### src/rtl/imm_gen_pkg.sv
// ============================================================================
// Module      : imm_gen_pkg
// Description : Shared immediate-format select encoding, skid-buffer state
//               encoding and XLEN legality helper for imm_gen_pipe.
// Revision    : 1.0 - initial release
// ============================================================================
`default_nettype none

package imm_gen_pkg;

   localparam logic [2:0] IMM_I     = 3'b000;
   localparam logic [2:0] IMM_S     = 3'b001;
   localparam logic [2:0] IMM_B     = 3'b010;
   localparam logic [2:0] IMM_J     = 3'b011;
   localparam logic [2:0] IMM_U     = 3'b100;
   localparam logic [2:0] IMM_SHAMT = 3'b101;
   localparam logic [2:0] IMM_ZIMM  = 3'b110;
   localparam logic [2:0] IMM_RSVD  = 3'b111;

   // bit0 = out_valid, bit1 = buffer full; outputs decode straight off the flops
   localparam logic [1:0] ST_EMPTY = 2'b00;
   localparam logic [1:0] ST_ONE   = 2'b01;
   localparam logic [1:0] ST_TWO   = 2'b11;

   function automatic bit xlen_legal(input int xlen);
      return (xlen == 32) || (xlen == 64);
   endfunction

endpackage

`default_nettype wire

### src/rtl/imm_gen_core.sv
// ============================================================================
// Module      : imm_gen_core
// Description : Combinational RV32I/RV64I immediate format mux and extender.
//               Optional target/select check under `IMMGEN_CHECK_EN`.
// Revision    : 1.0 - initial release
// ============================================================================
`default_nettype none

module imm_gen_core
   import imm_gen_pkg::*;
#(
   parameter int XLEN = 32
) (
   input  logic [31:0]     instr_i,
   input  logic [2:0]      sel_i,
   output logic [XLEN-1:0] imm_o,
   output logic            err_o
);

   // opcode bits carry no immediate data
   logic w_unused_opcode;
   assign w_unused_opcode = ^instr_i[6:0];

   always_comb begin
      imm_o = '0;
      case (sel_i)
         IMM_I:     imm_o = XLEN'($signed(instr_i[31:20]));
         IMM_S:     imm_o = XLEN'($signed({instr_i[31:25], instr_i[11:7]}));
         IMM_B:     imm_o = XLEN'($signed({instr_i[31], instr_i[7], instr_i[30:25],
                                           instr_i[11:8], 1'b0}));
         IMM_J:     imm_o = XLEN'($signed({instr_i[31], instr_i[19:12], instr_i[20],
                                           instr_i[30:21], 1'b0}));
         IMM_U:     imm_o = XLEN'($signed({instr_i[31:12], 12'b0}));
         IMM_SHAMT: begin
            if (XLEN == 32) imm_o = XLEN'(instr_i[24:20]);
            else            imm_o = XLEN'(instr_i[25:20]);
         end
         IMM_ZIMM:  imm_o = XLEN'(instr_i[19:15]);
         default:   imm_o = '0;
      endcase
   end

`ifdef IMMGEN_CHECK_EN
   // no-RVC core: branch/jump targets must be 4-byte aligned
   always_comb begin
      err_o = (sel_i == IMM_RSVD)
           || ((sel_i == IMM_B) && instr_i[8])
           || ((sel_i == IMM_J) && instr_i[21]);
   end
`else
   assign err_o = 1'b0;
`endif

endmodule

`default_nettype wire

### src/rtl/imm_gen_pipe.sv
// ============================================================================
// Module      : imm_gen_pipe
// Description : Registered immediate generator with a 2-entry valid/ready
//               skid buffer. Optional error check via `IMMGEN_CHECK_EN`.
// Revision    : 1.0 - initial release
// ============================================================================
`default_nettype none

module imm_gen_pipe
   import imm_gen_pkg::*;
#(
   parameter int XLEN  = 32,
   parameter int TAG_W = 5
) (
   input  logic             clk,
   input  logic             rst_n,
   input  logic             flush_i,
   input  logic             in_valid_i,
   output logic             in_ready_o,
   input  logic [31:0]      in_instr_i,
   input  logic [2:0]       in_sel_i,
   input  logic [TAG_W-1:0] in_tag_i,
   output logic             out_valid_o,
   input  logic             out_ready_i,
   output logic [XLEN-1:0]  out_imm_o,
   output logic [TAG_W-1:0] out_tag_o,
   output logic             out_err_o
);

   if (!xlen_legal(XLEN)) begin : g_xlen_check
      $error("imm_gen_pipe: XLEN must be 32 or 64");
   end

   logic [1:0]       state_q, state_d;
   logic [XLEN-1:0]  w_core_imm;
   logic             w_core_err;
   logic             w_in_fire, w_out_fire;
   logic             w_load_main_in, w_load_main_skid, w_load_skid;

   logic [XLEN-1:0]  main_imm_q, skid_imm_q;
   logic [TAG_W-1:0] main_tag_q, skid_tag_q;
   logic             main_err_q, skid_err_q;

   imm_gen_core #(.XLEN(XLEN)) u_core (
      .instr_i (in_instr_i),
      .sel_i   (in_sel_i),
      .imm_o   (w_core_imm),
      .err_o   (w_core_err)
   );

   // fires taken from the state flops to keep ready/valid free of comb loops
   assign w_in_fire  = in_valid_i  & ~state_q[1];
   assign w_out_fire = out_ready_i &  state_q[0];

   always_ff @(posedge clk or negedge rst_n) begin
      if (!rst_n) state_q <= ST_EMPTY;
      else        state_q <= state_d;
   end

   always_comb begin
      state_d = state_q;
      if (flush_i) begin
         state_d = ST_EMPTY;
      end else begin
         case (state_q)
            ST_EMPTY: if (w_in_fire) state_d = ST_ONE;
            ST_ONE: begin
               if (w_in_fire && !w_out_fire)      state_d = ST_TWO;
               else if (!w_in_fire && w_out_fire) state_d = ST_EMPTY;
            end
            ST_TWO:   if (w_out_fire) state_d = ST_ONE;
            default:  state_d = ST_EMPTY;
         endcase
      end
   end

   always_comb begin
      out_valid_o      = state_q[0];
      in_ready_o       = ~state_q[1];
      w_load_main_in   = 1'b0;
      w_load_skid      = 1'b0;
      w_load_main_skid = 1'b0;
      if (!flush_i) begin
         w_load_main_in   = w_in_fire && ((state_q == ST_EMPTY)
                                       || ((state_q == ST_ONE) && w_out_fire));
         w_load_skid      = w_in_fire && (state_q == ST_ONE) && !w_out_fire;
         w_load_main_skid = (state_q == ST_TWO) && w_out_fire;
      end
   end

   always_ff @(posedge clk or negedge rst_n) begin
      if (!rst_n) begin
         main_imm_q <= '0;
         main_tag_q <= '0;
         main_err_q <= 1'b0;
         skid_imm_q <= '0;
         skid_tag_q <= '0;
         skid_err_q <= 1'b0;
      end else begin
         if (w_load_main_in) begin
            main_imm_q <= w_core_imm;
            main_tag_q <= in_tag_i;
            main_err_q <= w_core_err;
         end else if (w_load_main_skid) begin
            main_imm_q <= skid_imm_q;
            main_tag_q <= skid_tag_q;
            main_err_q <= skid_err_q;
         end
         if (w_load_skid) begin
            skid_imm_q <= w_core_imm;
            skid_tag_q <= in_tag_i;
            skid_err_q <= w_core_err;
         end
      end
   end

   assign out_imm_o = main_imm_q;
   assign out_tag_o = main_tag_q;
   assign out_err_o = main_err_q;

endmodule

`default_nettype wire

### config.mk
export PLATFORM = sky130hd
export DESIGN_NAME = imm_gen_pipe
export DESIGN_NICKNAME = d
export VERILOG_FILES = /design/src/rtl/imm_gen_pkg.sv /design/src/rtl/imm_gen_core.sv /design/src/rtl/imm_gen_pipe.sv
export SDC_FILE = /design/constraint.sdc
export NUM_CORES = 1
export LEC_CHECK = 0
export BUFFER_PORTS_ARGS = -buffer_cell sky130_fd_sc_hd__buf_4
export CAP_MARGIN = 20
export CORE_MARGIN = 1
export CORE_UTILIZATION = 49
export DETAILED_ROUTE_END_ITERATION = 10
export GPL_ROUTABILITY_DRIVEN = 1
export GPL_TIMING_DRIVEN = 1
export PLACE_DENSITY_LB_ADDON = 0.1
export SETUP_SLACK_MARGIN = 0.1
export SYNTH_ARGS = -nofsm -noshare
export SYNTH_HDL_FRONTEND = slang
export SYNTH_SLANG_ARGS = --single-unit
### constraint.sdc
create_clock -name clk -period 1.7 [get_ports clk]
set_input_delay 0.255 -clock clk [delete_from_list [all_inputs] [get_ports clk]]
set_output_delay 0.255 -clock clk [all_outputs]
set_load 0.05 [all_outputs]
==> results.py <==
metrics = {
    "clock_network": {
        "path_clk_slew_ns": 0.08,
        "clockRootBuffer": "clkbuf_8",
        "h-tree-depth": 3,
        "cts_tree": "built",
        "cts_buffer_depth": 2,
        "insertion_delay_ns": 0.35,
        "cts_sinks": 76,
        "cts_buffers": 9,
    },
    "logic_synthesis": {
        "yosysWarnings": 0,
        "synthesis.area_um2": 3810,
        "syn_area_per_cell_um2": 10.3,
        "ys_seq_elements": 76,
        "synth.distinct_cells": 41,
        "seq_area_frac_synth": 0.500,
        "syn_nets": 420,
        "netlist_instances": 371,
    },
    "layout": {
        "finalInstanceArea_um2": 5580,
        "fill_cells": 508,
        "drive_gt1_frac": 0.423,
        "final_nets": 533,
        "diodes": 0,
        "area_delta_synth_final_pct": 46.6,
    },
    "floorplan": {
        "rows": 31,
        "coreArea_um2": 7370,
        "start_util": 0.516,
        "dieHeight_um": 90.1,
        "fp.dieW_um": 90.1,
        "ios": 85,
        "die_area_um2": 8120,
    },
    "global_routing": {
        "grt_overflow_total": 0,
        "grt_usage": 0.265,
        "grt_max_degree": 42,
        "grt_pass1_wl_mm": 17.0,
        "grt_pass1_vias": 3361,
        "antenna_found_initial": 0,
    },
    "setup_path": {
        "criticalPathCategory": "register to register",
        "critPathArrivalTime_ns": 2.08,
        "crit_fanout": 6,
        "start_kind": "register",
        "end_kind": "register",
        "required_ns": 1.98,
    },
    "pwr": {
        "intPower_uw": 5380,
        "finalPower_uw": 9380,
        "swShare": 0.426,
        "combPwrFrac": 0.490,
        "seqPwrFrac": 0.343,
        "peakVddDrop_mv": 1.12,
        "leakage_uw": 0.00275,
        "power.net_switching_uw": 4000,
        "power_density_nw_per_um2": 1680,
        "power.share.clock": 0.166,
    },
    "sta": {
        "min_period_ns": 1.80,
        "setup_viol": 28,
        "hold_violations": 0,
        "drv_slew": 0,
        "worst_slew_pin_slew_ns": 0.502,
        "fin_skew_ns": 0.00730,
        "finalWorstSetupSlack_ns": -0.101,
        "fin_crit_sh": 1.06,
        "rsz0062_at_grt": "yes",
        "fmax_mhz": 555,
        "slew_headroom": 0.665,
    },
    "status": {
        "violations": "negative setup slack",
        "status": "finished with violations",
    },
    "routing": {
        "postRouteAntennaNets": 0,
        "routed_via_density": 5.73,
        "routed_wl_mm": 11.0,
        "wl_per_cell_um": 18.8,
        "first_iter_violations": 263,
        "drcViolationCount": 0,
        "vias": 3370,
        "drt-pass1-iter-count": 5,
    },
    "placed_design": {
        "placed_area_um2": 4660,
        "place_ws_ns": -0.0725,
        "numPortBuffers": 76,
        "dp_hpwl_mm": 6.44,
        "gp_congestion": 0.793,
    },
    "min_path": {
        "hp-class": "input port to register",
    },
    "run": {
        "maxCapViolCount": 0,
    },
}
## critical path: stages, from the launching register on
cell and delay (ns):
dfrtp_2 0.41, clkinvlp_4 0.16, ha_4 0.19, a31o_4 0.23
buf_6 0.12, a21oi_4 0.20, buf_6 0.17, buf_16 0.12
a221o_1 0.14
## state kept, by name, summed over array words and instances (netlist names)
register / flops
skid_tag_q: 5
skid_imm_q: 32
state_q: 2
out_imm_o: 32
out_tag_o: 5
## cell usage in the layout (no fill, tap or decap), types with 3 or more instances in the layout
cell type / count
clkbuf_8: 10
o21ai_1: 20
nand2_2: 11
nor2_2: 4
a21oi_1: 25
o21ai_2: 3
buf_6: 13
buf_12: 10
a22oi_1: 5
o21ai_0: 14
a221o_1: 11
buf_4: 99
o211ai_1: 12
o22a_1: 7
and3_1: 11
clkbuf_16: 4
nand2_1: 39
nor2_1: 5
clkinvlp_4: 3
ha_4: 3
nor2b_1: 5
nand2_4: 4
dfrtp_1: 74
a21o_1: 5
mux2i_1: 14
mux2_4: 18
buf_16: 5
nand2b_1: 7
nand3_1: 13
## what timing repair did
item / 4_1_cts / 5_1_grt
gates resized for setup: 58 / 36
setup endpoints to repair: 49 / 76
setup buffers: 14 / 5
hold buffers: 1 / 0
hold endpoints to repair: 11 / 0
pin swaps: 44 / 4
gates cloned: 6 / 5
## area by class of cell
class / instances / area [um^2] / share of cell area
Sequential cell: 76 / 1900 / 0.341
Clock inverter: 5 / 83.8 / 0.0150
Timing Repair Buffer: 133 / 1350 / 0.242
Multi-Input combinational cell: 262 / 1960 / 0.352
Clock buffer: 11 / 141 / 0.0253
Tap cell: 99 / 124 / 0.0222
Inverter: 2 / 11.3 / 0.00202
## per-layer routing
metal / routed length, um / global-route usage / part of all wire / vias to the layer above
li1: - / - / - / 1564
met4: 163 / 0.0739 / 0.015 / 0
met1: 4730 / 0.348 / 0.43 / 1664
met2: 5530 / 0.448 / 0.50 / 127
met3: 614 / 0.0491 / 0.056 / 15
met5: 0 / 0 / 0 / -
## cells in the mapped netlist (all sizes together)
cell	number	area (um^2)
o22a	7	61.3
a221oi	1	8.76
xor2	1	27.5
ha	4	50.1
clkbuf	9	33.8
a211o	1	8.76
nor2	9	33.8
a22oi	5	37.5
and3	11	68.8
a22o	1	8.76
a21o	5	37.5
a21oi	27	139
xnor2	1	8.76
and2	2	12.5
o211ai	12	90.1
o21bai	1	7.51
mux2i	15	150
nor2b	6	37.5
conb	1	3.75
nand3	14	70.1
dfrtp	76	1900
mux2	21	255
a211oi	1	7.51
a31o	1	8.76
buf	23	145
nor3b	2	20.0
nand2b	8	50.1
inv	2	7.51
nand2	54	205
o21ai	38	190
a221o	11	110
nand4b	1	8.76
## logic make-up after synthesis
logic type,after synthesis,share of synthesized area
AOI/OAI and AO/OA,111,0.188
xor gates and xnor gates,2,0.00953
adders and majority gates,4,0.0131
buffers and inverters,34,0.0490
DFF,76,0.500
muxes,36,0.107
other,1,0.000985
and+or+nand+nor,107,0.133
## power groups by stage
stage,Sequential [uW],Combinational (uW),Clock [uW]
global route,3310,4850,1640
CTS,3160,4380,1570
detailed placement,3140,4100,0
finish,3220,4600,1560
global placement,3100,4000,0
floorplan,4530,1400,0
## through the flow
stage,hold slack [ns],util,instances,setup TNS (ns)
floorplan,-0.0406,-,371,-7.26
global placement,0.115,0.633,541,-0.222
detailed placement,0.113,0.633,541,-0.894
CTS,0.136,0.725,578,-0.658
global route,0.140,0.757,588,-3.03
finish,0.145,0.757,588,-2.11
## worst paths after layout
kind,depth (start not counted),start,endpoint,slack [ns]
max,8,state_q[1],out_imm_o[10],-0.10
min,2,in_tag_i[1],out_tag_o[1],0.14
max reg2reg,8,state_q[1],out_imm_o[10],-0.10
min reg2reg,2,skid_imm_q[18],skid_imm_q[18],0.49
max in group asynchronous,3,rst_n,out_imm_o[5],0.84
min in group asynchronous,2,rst_n,out_tag_o[3],0.29
No activity file was read; power rests on OpenSTA's default activity.
